`src/rtl/rf_wb_arbiter.sv`:
```
// Round-robin writeback arbiter for one register-file write port (single-cycle req0 vs multi-cycle req1).
// Optional busy-register scoreboard with decode stall, enabled by defining RF_SCOREBOARD_EN.
module rf_wb_arbiter #(
    parameter int XLEN = 32
) (
    input  logic            clk,
    input  logic            rst,
    input  logic            req0_valid,
    output logic            req0_ready,
    input  logic [4:0]      req0_rd,
    input  logic [XLEN-1:0] req0_data,
    input  logic [XLEN-1:0] req0_pc,
    input  logic            req1_valid,
    output logic            req1_ready,
    input  logic [4:0]      req1_rd,
    input  logic [XLEN-1:0] req1_data,
    input  logic [XLEN-1:0] req1_pc,
    output logic            rf_we,
    output logic [4:0]      rf_a3,
    output logic [XLEN-1:0] rf_wd,
    output logic [XLEN-1:0] rf_pc,
    input  logic            issue_valid,
    input  logic [4:0]      issue_rd,
    input  logic [4:0]      rs1,
    input  logic [4:0]      rs2,
    output logic            stall,
    output logic [31:0]     pending
);

    logic            rr_last;
    logic            xfer0;
    logic            xfer1;
    logic            xfer;
    logic [4:0]      win_rd;
    logic [XLEN-1:0] win_data;
    logic [XLEN-1:0] win_pc;

    // rr_last = 1 means req1 won the previous transfer, so req0 gets priority on a tie
    assign req0_ready = req0_valid & (~req1_valid | rr_last);
    assign req1_ready = req1_valid & (~req0_valid | ~rr_last);
    assign xfer0      = req0_valid & req0_ready;
    assign xfer1      = req1_valid & req1_ready;
    assign xfer       = xfer0 | xfer1;

    always_comb begin
        win_rd   = req0_rd;
        win_data = req0_data;
        win_pc   = req0_pc;
        if (xfer1) begin
            win_rd   = req1_rd;
            win_data = req1_data;
            win_pc   = req1_pc;
        end
    end

    // Writes to x0 are accepted but never strobed into the register file
    always_ff @(posedge clk or negedge rst) begin
        if (!rst) begin
            rf_we   <= 1'b0;
            rf_a3   <= '0;
            rf_wd   <= '0;
            rf_pc   <= '0;
            rr_last <= 1'b0;
        end else begin
            rf_we <= xfer & (win_rd != 5'd0);
            if (xfer) begin
                rf_a3   <= win_rd;
                rf_wd   <= win_data;
                rf_pc   <= win_pc;
                rr_last <= xfer1;
            end
        end
    end

`ifdef RF_SCOREBOARD_EN
    logic [31:0] pend_q;
    logic [31:0] set_vec;
    logic [31:0] clr_vec;

    always_comb begin
        set_vec = '0;
        clr_vec = '0;
        if (issue_valid && issue_rd != 5'd0) set_vec[issue_rd] = 1'b1;
        if (xfer1) clr_vec[req1_rd] = 1'b1;
    end

    // Set is applied after clear so a same-cycle reissue keeps the register busy
    always_ff @(posedge clk or negedge rst) begin
        if (!rst) begin
            pend_q <= '0;
        end else begin
            pend_q <= (pend_q & ~clr_vec) | set_vec;
        end
    end

    assign pending = pend_q;
    assign stall   = ((rs1 != 5'd0) & pend_q[rs1])
                   | ((rs2 != 5'd0) & pend_q[rs2])
                   | (issue_valid & (issue_rd != 5'd0) & pend_q[issue_rd]);
`else
    logic unused_sb;

    assign unused_sb = &{1'b0, issue_valid, issue_rd, rs1, rs2};
    assign pending   = '0;
    assign stall     = 1'b0;
`endif

endmodule
```
`config.mk`:
```
export PLATFORM = sky130hd
export DESIGN_NAME = rf_wb_arbiter
export DESIGN_NICKNAME = d
export VERILOG_FILES = /design/src/rtl/rf_wb_arbiter.sv
export SDC_FILE = /design/constraint.sdc
export NUM_CORES = 1
export LEC_CHECK = 0
export BUFFER_PORTS_ARGS = -buffer_cell sky130_fd_sc_hd__buf_2
export CAP_MARGIN = 20
export CORE_AREA = 2 2 102 104
export CTS_CLUSTER_DIAMETER = 100
export DETAILED_ROUTE_END_ITERATION = 10
export DIE_AREA = 0 0 104 106
export PLACE_DENSITY_LB_ADDON = 0.15
export SLEW_MARGIN = 20
export SYNTH_ARGS = -nofsm -noshare
export SYNTH_HDL_FRONTEND = slang
export SYNTH_SLANG_ARGS = --single-unit
```
`constraint.sdc`:
```
create_clock -name clk -period 1.26 [get_ports clk]
set_input_delay 0.063 -clock clk [delete_from_list [all_inputs] [get_ports clk]]
set_output_delay 0.063 -clock clk [all_outputs]
set_load 0.005 [all_outputs]
```
After elaboration in Yosys (flattened, before gate mapping)

Index checks and enable logic that the tools add are counted.

Flip-flop bits (word level): 71
Output and inout bits: 105
Word-level logic and storage cells: 20

Multiplexer cells: 3
Reduce and logical (&&, ||, !) cells: 1
Bitwise logic cells: 11

Operator list:

| cell               | count |
|---|---|
| 32-bit two-way mux | 2 |
| 1-bit bitwise AND  | 5 |
| 5-bit two-way mux  | 1 |
| 5-bit nonzero test | 1 |
| 1-bit inverter     | 3 |
| 1-bit bitwise OR   | 3 |

Depth between registers and ports, before layout

Depth after elaboration: 7
Depth in mapped cells: 6
Depth with buffers taken out: 3

Worst setup path before layout

OpenSTA, ideal clock, no wires.

Path type: register to register
Start point: reg rr_last
End point: reg rf_wd[31]
Arrival: 1018 ps
Setup slack: 111 ps
Cell stages (with the launch flop): 6
Cells stage by stage: dfrtp_1 -> a21bo_1 -> buf_4 -> buf_6 -> o22ai_1 -> a31oi_1

Word-level cells in the longest chain between the ends: 5
Elaborated cells between the ends (all ways): 9
Those cells by class: mux (1); bitwise (8)

RTL lines:

| what                                                          | line   | source |
|---|---|---|
| start, declared                                               | 30     | `logic rr_last;` |
| start signal, assigned                                        | 70     | `rr_last <= xfer1;` |
| 1-bit inverter                                                | 40     | `assign req1_ready = req1_valid & (~req0_valid \| ~rr_last);` |
| 1-bit bitwise OR                                              | 40     |  |
| 1-bit bitwise AND                                             | 40     |  |
| 1-bit bitwise AND                                             | 42     | `assign xfer1 = req1_valid & req1_ready;` |
| 32-bit two-way mux / 1-bit bitwise OR (equally long branches) | 49, 43 |  |
| end signal, assigned                                          | 68     | `rf_wd <= win_data;` |
| end, declared                                                 | 20     | `output logic [XLEN-1:0] rf_wd,` |

Parallel ways exist; a longest one is shown, timed or not.
A chain may end at the register's enable or synchronous reset.

Worst setup path in the final report

Start point: reg rr_last
End point: out req1_ready

Word-level cells in the longest chain between the ends: 3

RTL lines:

| what              | line | source |
|---|---|---|
| 1-bit inverter    | 40   |  |
| 1-bit bitwise OR  | 40   |  |
| 1-bit bitwise AND | 40   |  |
| end, declared     | 14   | `output logic req1_ready,` |

No other way between the ends.

==> results.sh <==
export IMPL_dp_cells=754
export IMPL_pwr_share_seq_pct=40.6
export IMPL_rsz0062_at_grt="yes"
export IMPL_skew_ns=0.0128
export IMPL_ys_flop_type="dfrtp_1"
export IMPL_die_area_um2=11000
export IMPL_die_h_um=106
export IMPL_post_route_period_util_pct=102
export IMPL_synth_top_family_by_area="multiplexers"
export IMPL_top_layer_used="met4"
export IMPL_via_count=4392
export IMPL_drv_cap=0
export IMPL_synth_edf_count=0
export IMPL_synth_mux_area_share_pct=21.4
export IMPL_status="finished, violations left"
export IMPL_layout_commonest_cell="buf_2"
export IMPL_root_buffer="clkbuf_8"
export IMPL_synth_xor_area_share_pct=0
export IMPL_cts_made_buffers=9
export IMPL_synth_compound_area_share_pct=11.5
export IMPL_grt_use_total_pct=24.1
export IMPL_cts_tree="done"
export IMPL_place_congestion=0.783
export IMPL_async_flop_share_pct=100
export IMPL_final_nets=906
export IMPL_synthTopCellsByArea="dfrtp_1, nor2_1, mux2_4"
export IMPL_cts_clk_slew_worst_paths_ns=0.08
export IMPL_path_class="flip-flop to output pin"
export IMPL_synthCells=423
export IMPL_crit_fanout=4
export IMPL_viasPerCell=4.95
export IMPL_met2_wirelength_um=7060
export IMPL_maxSlewViolCount=0
export IMPL_fmax_mhz=780
export IMPL_clock_sinks=71
export IMPL_ios=263
export IMPL_end_kind="output pin"
export IMPL_clockBufferDepth=2
export IMPL_fill_cells=782
export IMPL_p_switching_uw=2000
export IMPL_ys_ff_latch=71
export IMPL_yosysWarnings=0
export IMPL_drc=0
export IMPL_core_um2=10000
export IMPL_grt_antenna_before_repair=0
export IMPL_ys_seq_area_share_pct=42.8
export IMPL_wire_per_inst_um=15.5
export IMPL_synthAdderAreaFrac_pct=0
export IMPL_synth_simple_area_share_pct=12.8
export IMPL_p_leak_uw=0.00328
export IMPL_dr_pass1_iters=4
export IMPL_synth_top_cell_area_share_pct=42.8
export IMPL_syn_avg_cell_area_um2=9.82
export IMPL_dr_wl_met3_um=809
export IMPL_startpoint_type="flip-flop"
export IMPL_drtAntennaViolNets=0
export IMPL_period_needed_ns=1.28
export IMPL_hold_class="input port to flip-flop"
export IMPL_netSwitchingFraction_pct=29.5
export IMPL_synth_area_um2=4150
export IMPL_grt_overflow=0
export IMPL_ctsHtreeMaxLevel=3
export IMPL_portBuffers=213
export IMPL_crit_required_ns=1.20
export IMPL_finalWorstSetupSlack_ns=-0.0229
export IMPL_grt_pass1_wl_um=21400
export IMPL_drive_above_1_share_pct=38.4
export IMPL_power_frac_comb_pct=32.2
export IMPL_m1WireLength_um=5350
export IMPL_fin_cells=888
export IMPL_wl_um=13700
export IMPL_max_vdd_ir_drop_mv=0.627
export IMPL_crit_arrival_ns=1.22
export IMPL_n_antenna_cell=0
export IMPL_yosysUniqueCellTypes=21
export IMPL_synth_area_leader_cell="dfrtp_1"
export IMPL_grt_max_degree=72
export IMPL_clock_power_share_pct=27.2
export IMPL_die_w_um=104
export IMPL_grt_pass1_vias=4589
export IMPL_areaGrowthSynthToFinish_pct=62.5
export IMPL_place_hpwl_um=7850
export IMPL_hold_viol_final=0
export IMPL_p_per_area_nw_per_um2=1000
export IMPL_row_count=37
export IMPL_post_place_ws_ns=0.0442
export IMPL_start_util_pct=41.5
export IMPL_drt_iter0_markers=200
export IMPL_setup_violations=2
export IMPL_intPower_uw=4770
export IMPL_final_cell_area_um2=6750
export IMPL_postPlaceCellArea_um2=5290
export IMPL_final_cell_mix="buf_2, nor2_1, dlygate4sd3_1"
export IMPL_clk_insertion_delay_late_ns=0.34
export IMPL_violations="negative setup slack"
flip-flops by register name (all words and copies together) (netlist names):
register and cells:
rf_wd 32, rf_pc 32, rf_a3 5, rr_last 1, rf_we 1
final timing paths:
check | from | end | slack, ns | cells after the start
min in group asynchronous | rst | rf_wd[20]$_DFFE_PN0P_ | 0.26 | 3
max in group asynchronous | rst | rf_pc[11]$_DFFE_PN0P_ | 0.66 | 3
min | req0_data[1] | rf_wd[1]$_DFFE_PN0P_ | 0.01 | 3
max reg2reg | rr_last$_DFFE_PN0P_ | rf_pc[5]$_DFFE_PN0P_ | 0.01 | 5
max | rr_last$_DFFE_PN0P_ | req1_ready | -0.02 | 4
min reg2reg | rr_last$_DFFE_PN0P_ | rf_pc[31]$_DFFE_PN0P_ | 0.63 | 2
kinds of logic (layout without fill, tap and decap cells):
family	after synthesis	in the layout
other cells	1	33
buf+inv	67	364
mux	69	69
compound gates	75	75
flops	71	71
simple gates	140	140
worst max-delay path, stage by stage (launching register included):
cell and delay, ns:
dfrtp_1 0.40, a21bo_4 0.24, buf_12 0.13, clkinv_4 0.03
buf_6 0.08
per-stage QoR:
step | hold WS, ns | TNS [ns] | total power (uW) | util, %
after CTS | 0.000487 | -0.0990 | 6730 | 66.6
final | 0.0136 | -0.0394 | 6770 | 67.5
after floorplan | -0.233 | 0 | 3800 | -
after global placement | 0.128 | 0 | 4520 | 52.9
after global routing | 0.0132 | -0.949 | 7150 | 67.5
after detailed placement | 0.131 | 0 | 4570 | 52.9
per-layer routing:
| layer | vias up | global-route usage, % |
|---|---|---|
| met5 | - | 0 |
| met4 | 0 | 12.4 |
| met3 | 51 | 6.13 |
| met2 | 208 | 44.3 |
| met1 | 2078 | 25.4 |
| li1 | 2055 | - |
power by group through the flow:
stage                     registers, uW  clock network (uW)  logic (uW)
after floorplan                    2810                   0         984
after CTS                          2740                1900        2090
after detailed placement           2780                   0        1790
final                              2750                1840        2180
after global routing               2780                1990        2380
after global placement             2770                   0        1760
synthesized netlist by cell type (all sizes together), types with 2 or more instances:
library cell / number
a31oi: 2
nand2: 2
mux2: 69
buf: 60
o22ai: 69
dfrtp: 71
o21a: 2
inv: 3
clkbuf: 4
nor2: 136
final cells by class:
type,instances,area [um^2],share of cell area (%)
Clock buffer,10,138,2.04
Inverter,3,16.3,0.241
Multi-Input combinational cell,317,2050,30.4
Timing Repair Buffer,346,2540,37.6
Sequential cell,71,1780,26.3
Clock inverter,5,58.8,0.871
Tap cell,136,170,2.52
what timing repair did:
| action | CTS | global route |
|---|---|---|
| resized for setup | 2 | 12 |
| setup endpoints to repair | 2 | 64 |
| setup buffers | 3 | 0 |
| hold endpoints to repair | 141 | 0 |
| gates cloned | 0 | 2 |
| pin swaps | 1 | 1 |
| hold buffers | 114 | 0 |
Note: power is estimated with default switching activity, not from simulation.
